`src/rtl/calc_pkg.sv`:
```
// Shared calculator types: number format, scheduler states and default sizing.
package calc_pkg;

  localparam int unsigned NumReqDefault = 4;

  // Binary32-style number; the scheduler never looks inside it.
  typedef struct packed {
    logic        sign;
    logic [7:0]  exp;
    logic [22:0] frac;
  } num_t;

  localparam int unsigned NumW = $bits(num_t);

  typedef enum logic [1:0] {
    IDLE,
    ISSUE,
    WAIT,
    RESP
  } sched_state_e;

endpackage

```
`src/rtl/calc_rr_arbiter.sv`:
```
// Combinational round-robin arbiter: first set request after last_grant, wrapping.
module calc_rr_arbiter #(
  parameter  int unsigned NumReq = 4,
  localparam int unsigned IdxW   = $clog2(NumReq)
) (
  input  logic [NumReq-1:0] req,
  input  logic [IdxW-1:0]   last_grant,
  output logic [NumReq-1:0] grant,
  output logic [IdxW-1:0]   grant_idx,
  output logic              any_req
);

  logic            found;
  logic [IdxW-1:0] cand;

  always_comb begin
    grant     = '0;
    grant_idx = '0;
    found     = 1'b0;
    cand      = '0;
    any_req   = |req;
    for (int unsigned i = 1; i <= NumReq; i++) begin
      cand = IdxW'((32'(last_grant) + i) % NumReq);
      if (!found && req[cand]) begin
        found       = 1'b1;
        grant[cand] = 1'b1;
        grant_idx   = cand;
      end
    end
  end

endmodule

```
`src/rtl/alu_add_sched.sv`:
```
// Shares one alu_add between NumReq requesters; round-robin accept, result returned to owner.
module alu_add_sched
  import calc_pkg::*;
#(
  parameter  int unsigned NumReq = NumReqDefault,
  localparam int unsigned IdxW   = $clog2(NumReq)
) (
  input  logic                    clk_i,
  input  logic                    rst_ni,
  input  num_t [NumReq-1:0]       req_left_i,
  input  num_t [NumReq-1:0]       req_right_i,
  input  logic [NumReq-1:0]       req_valid_i,
  output logic [NumReq-1:0]       req_ready_o,
  output num_t                    rsp_result_o,
  output logic [NumReq-1:0]       rsp_valid_o,
  input  logic [NumReq-1:0]       rsp_ready_i,
  output num_t                    alu_left_o,
  output num_t                    alu_right_o,
  output logic                    alu_in_valid_o,
  input  logic                    alu_in_ready_i,
  input  num_t                    alu_result_i,
  input  logic                    alu_out_valid_i,
  output logic                    alu_out_ready_o,
  output logic                    busy_o,
  output logic [31:0]             ops_done_o
);

  sched_state_e    state_q, state_d;
  logic [IdxW-1:0] last_grant_q, last_grant_d;
  logic [IdxW-1:0] owner_q, owner_d;
  num_t            left_q, left_d;
  num_t            right_q, right_d;
  num_t            result_q, result_d;
  logic [31:0]     ops_done_q, ops_done_d;

  logic [NumReq-1:0] grant;
  logic [IdxW-1:0]   grant_idx;
  logic              any_req;

  calc_rr_arbiter #(
    .NumReq(NumReq)
  ) u_arb (
    .req       (req_valid_i),
    .last_grant(last_grant_q),
    .grant     (grant),
    .grant_idx (grant_idx),
    .any_req   (any_req)
  );

  always_ff @(posedge clk_i) begin
    if (!rst_ni) begin
      state_q      <= IDLE;
      last_grant_q <= IdxW'(NumReq - 1);
      owner_q      <= '0;
      left_q       <= '0;
      right_q      <= '0;
      result_q     <= '0;
      ops_done_q   <= '0;
    end else begin
      state_q      <= state_d;
      last_grant_q <= last_grant_d;
      owner_q      <= owner_d;
      left_q       <= left_d;
      right_q      <= right_d;
      result_q     <= result_d;
      ops_done_q   <= ops_done_d;
    end
  end

  // Handshake strobes decode from the registered state; only req_ready_o follows inputs.
  always_comb begin
    state_d         = state_q;
    last_grant_d    = last_grant_q;
    owner_d         = owner_q;
    left_d          = left_q;
    right_d         = right_q;
    result_d        = result_q;
    ops_done_d      = ops_done_q;
    req_ready_o     = '0;
    alu_in_valid_o  = 1'b0;
    alu_out_ready_o = 1'b0;
    rsp_valid_o     = '0;
    unique case (state_q)
      IDLE: begin
        if (any_req && rst_ni) begin
          req_ready_o = grant;
          owner_d     = grant_idx;
          left_d      = req_left_i[grant_idx];
          right_d     = req_right_i[grant_idx];
          state_d     = ISSUE;
        end
      end
      ISSUE: begin
        alu_in_valid_o = 1'b1;
        if (alu_in_ready_i) state_d = WAIT;
      end
      WAIT: begin
        alu_out_ready_o = 1'b1;
        if (alu_out_valid_i) begin
          result_d = alu_result_i;
          state_d  = RESP;
        end
      end
      RESP: begin
        rsp_valid_o[owner_q] = 1'b1;
        if (rsp_ready_i[owner_q]) begin
          last_grant_d = owner_q;
          ops_done_d   = ops_done_q + 32'd1;
          state_d      = IDLE;
        end
      end
      default: state_d = IDLE;
    endcase
  end

  assign alu_left_o   = left_q;
  assign alu_right_o  = right_q;
  assign rsp_result_o = result_q;
  assign busy_o       = (state_q != IDLE);
  assign ops_done_o   = ops_done_q;

  a_req_ready_onehot0: assert property (@(posedge clk_i) disable iff (!rst_ni)
    $onehot0(req_ready_o));
  a_rsp_valid_onehot0: assert property (@(posedge clk_i) disable iff (!rst_ni)
    $onehot0(rsp_valid_o));
  a_phase_exclusive: assert property (@(posedge clk_i) disable iff (!rst_ni)
    $onehot0({alu_in_valid_o, alu_out_ready_o, |rsp_valid_o}));

endmodule

```
`config.mk`:
```
export PLATFORM = sky130hd
export DESIGN_NAME = alu_add_sched
export DESIGN_NICKNAME = d
export VERILOG_FILES = /design/src/rtl/calc_pkg.sv /design/src/rtl/calc_rr_arbiter.sv /design/src/rtl/alu_add_sched.sv
export SDC_FILE = /design/constraint.sdc
export NUM_CORES = 1
export LEC_CHECK = 0
export ABC_AREA = 0
export CORE_AREA = 2 2 169 171
export CTS_CLUSTER_SIZE = 28
export DETAILED_ROUTE_END_ITERATION = 6
export DIE_AREA = 0 0 171 173
export PLACE_DENSITY = 0.73
export SETUP_SLACK_MARGIN = 0.2
export SLEW_MARGIN = 10
export SYNTH_ARGS = -nofsm -noshare
export SYNTH_HDL_FRONTEND = slang
export SYNTH_SLANG_ARGS = --single-unit
```
`constraint.sdc`:
```
create_clock -name clk_i -period 2.8 [get_ports clk_i]
set_clock_uncertainty 0.2 [all_clocks]
set_input_delay 0.56 -clock clk_i [delete_from_list [all_inputs] [get_ports clk_i]]
set_output_delay 0.56 -clock clk_i [all_outputs]
set_load 0.03 [all_outputs]
```
==> key figures <==
Route
  • Post-route DRC: 0
  • Wire length per cell: 20.95 um
  • Post-route ant nets: 0
  • Vias post-DR: 8952
  • First-pass iteration count of the detailed router: 4
  • Vias/cell: 5.060
  • DRT iter0 DRCs: 500
  • Final WL: 37070 um

Timing
  • Min Clock Period, post-route: 3.088 ns
  • Final Hold Violating Endpoints: 0
  • Fin. max-slew vios: 0
  • Final Setup Violations: 66
  • Final period util: 1.103
  • Worst slew pin tran: 0.5771 ns
  • Worst rel slew slack: 0.6152
  • RSZ-0062 raised after global routing: true
  • WHS: 0.2620 ns
  • F_max: 323.8 MHz
  • Setup slack after layout: -0.2885 ns

Clock tree
  • H-Tree Depth: 4
  • Hold-fix buffers, CTS: 0
  • Clock buffer depth: 2
  • Clock root buffer: clkbuf_16
  • Clk sinks: 134
  • CTS Buf Count: 17
  • Clock slew at reported path FFs: 0.07 ns
  • CTS tree: built
  • Skew-Pair Late Insertion Delay: 0.41 ns

Place
  • Port-buffer cells: 438
  • Dpl hpwl: 25280 um
  • Routability Congestion: 0.8219
  • Worst slack at placement: -0.6485 ns
  • Placed Cells: 1674

Synth
  • Largest family of logic cells by synthesized area: compound AO/OA/AOI/OAI gates
  • Mapped Area: 8275 um^2
  • Share of the synthesized area in the top cell type: 0.3242
  • Post-synthesis sequential area ratio: 0.3242
  • Synth Warn #: 0
  • Area contributors post-synth: dfxtp_1, a2111oi_2, mux2i_1
  • Post-synthesis compound-gate area fraction: 0.3063
  • Post-Synth Adder-Cell Area: 0.01966
  • Cell taking the most area after synthesis: dfxtp_1
  • XOR/XNOR Fraction of Synth Area: 0.02858
  • Cells after Synth: 846
  • Post-synth top cells: dfxtp_1, nand2_1, nor2b_1
  • Mean post-synth cell area: 9.782 um^2
  • Number of synthesized flops with an enable pin: 0
  • Most common cell in the netlist: dfxtp_1
  • Post-synthesis simple-gate area fraction: 0.1648
  • Post-Syn Nets: 1159
  • FFs w/ async S/R, synth: 0
  • Primary FF master, synth: dfxtp_1
  • Synth unique cells: 54
  • Yosys reg bits: 134
  • Portion of netlist area occupied by mux cells: 0.09147

Critical path
  • CP Capture Type: output pin
  • Worst Path Required: 2.04 ns
  • Worst path arrival time: 2.33 ns
  • Crit path launch type: flip-flop
  • Reg-to-reg slack, setup: -0.20 ns
  • Critical path type: flip-flop to output pin
  • Worst-path maximum fanout: 7

Global route
  • Pin count of the biggest net entering global routing: 135
  • First-pass GRT wire length: 53920 um
  • Grt ovf: 0
  • Number of antenna violations at the first check in global routing: 1
  • Number of global-route vias before repair: 9278
  • Gr usage total: 0.2364

Floorplanning
  • Die Span Y: 173 um
  • Die area: 29580 um^2
  • Initial Util: 0.2995
  • IO Pins: 439
  • Site Rows: 61
  • Core area: 27630 um^2
  • Die Wd: 171 um

Min path
  • Min-Delay Path Class: flip-flop to flip-flop

Pwr
  • Max VDD drop: 0.4972 mV
  • P per Cell Area: 748.6 nW/um^2
  • Leak: 5.878 nW
  • Total power: 11.94 mW

Final layout
  • Layout cells sized above 1: 0.2820
  • Synth-to-Final Area Change: 92.67%
  • Fillers: 2276
  • Fin cells: 1769
  • Final Util: 0.5771
  • Nets: 1690

Run status
  • Failing checks: negative setup slack
  • Status: finished, violations left

Flow run
  • Max-cap viol count: 0
[registers in the layout (all words and copies together) (netlist names)]
register and count:
rsp_result_o 32, last_grant_q 2, alu_right_o 32, ops_done_o 32, alu_left_o 32, owner_q 2, state_q 2
[path summary, 6_finish.rpt]
path              cells after the start              from                to
setup / recovery                      9   last_grant_q[0]    req_ready_o[1]
hold / removal                        2  rsp_result_o[16]  rsp_result_o[16]
setup reg to reg                     16   last_grant_q[0]   alu_right_o[22]
hold reg to reg                       2  rsp_result_o[16]  rsp_result_o[16]
[power by group]
| group | switching (mW) | total (mW) | leakage (nW) | internal [mW] |
|---|---|---|---|---|
| registers | 0.359 | 2.82 | 1.10 | 2.46 |
| logic | 3.59 | 6.76 | 4.49 | 3.17 |
| clock network | 1.01 | 2.36 | 0.289 | 1.35 |
| total | 4.96 | 11.9 | 5.88 | 6.98 |
[worst max-delay path: stages (launching register included)]
cell	delay (ns)
dfxtp_4	0.41
inv_4	0.05
ha_4	0.27
mux4_1	0.25
and2b_2	0.25
a22oi_1	0.14
nor2_1	0.07
a221oi_2	0.26
nor2_4	0.07
buf_6	0.14
[final cells by class]
class	instances	area (um^2)	area share
Antenna cell	1	2.502	0.0001569
Multi-Input combinational cell	623	5817	0.3648
Sequential cell	134	2688	0.1686
Clock buffer	17	425.4	0.02668
Timing Repair Buffer	587	6299	0.3950
Inverter	14	57.56	0.003610
Clock inverter	15	182.7	0.01146
Tap cell	378	473.0	0.02966
[repair_timing]
action	in CTS	in global routing
resized for setup	151	54
pin swaps	52	23
setup endpoints to repair	75	70
cloned	15	0
buffers inserted	37	10
[per-layer routing]
| layer | GRT usage | up-vias | routed length, um |
|---|---|---|---|
| met5 | 0 | - | 0 |
| met4 | 0.07662 | 0 | 1170 |
| met3 | 0.05493 | 65 | 2491 |
| met2 | 0.4242 | 385 | 18980 |
| met1 | 0.2742 | 4299 | 14430 |
| li1 | - | 4203 | - |
[through the flow]
step	cell area [um^2]	setup TNS [ns]
after floorplan	8356	0
after global placement	13600	-28.33
after detailed placement	13600	-32.34
final	15940	-6.654
after global routing	15940	-14.77
after CTS	15580	-4.709
[cells by family (layout without fill, tap and decap cells)]
| group | count (synthesis) | after routing |
|---|---|---|
| AO/OA/AOI/OAI | 257 | 257 |
| AND/OR/NAND/NOR | 255 | 255 |
| flip-flops | 134 | 134 |
| buffers and inverters | 90 | 633 |
| multiplexers | 70 | 71 |
| XOR/XNOR | 27 | 27 |
| adder cells (fa/ha/maj) | 13 | 13 |
| other | 0 | 1 |
[layout by cell type (no fill, tap or decap), drive strengths merged, types with 2 or more instances in the layout]
cell / n
a2111oi: 65
a211oi: 65
a21boi: 37
a21oi: 66
a221oi: 4
a22oi: 4
and2: 26
and3: 2
and4: 6
buf: 153
bufinv: 2
clkbuf: 17
clkdlybuf4s50: 423
clkinvlp: 3
dfxtp: 134
dlygate4sd2: 9
ha: 13
inv: 23
mux2i: 66
mux4: 5
nand2: 86
nand3: 9
nand3b: 3
nand4: 9
nor2: 15
nor2b: 71
nor3: 9
nor4: 5
o211ai: 3
o21ai: 7
or2: 5
or3: 4
or3b: 2
xnor2: 13
xor2: 14
Power figures use the tool's default switching activity.
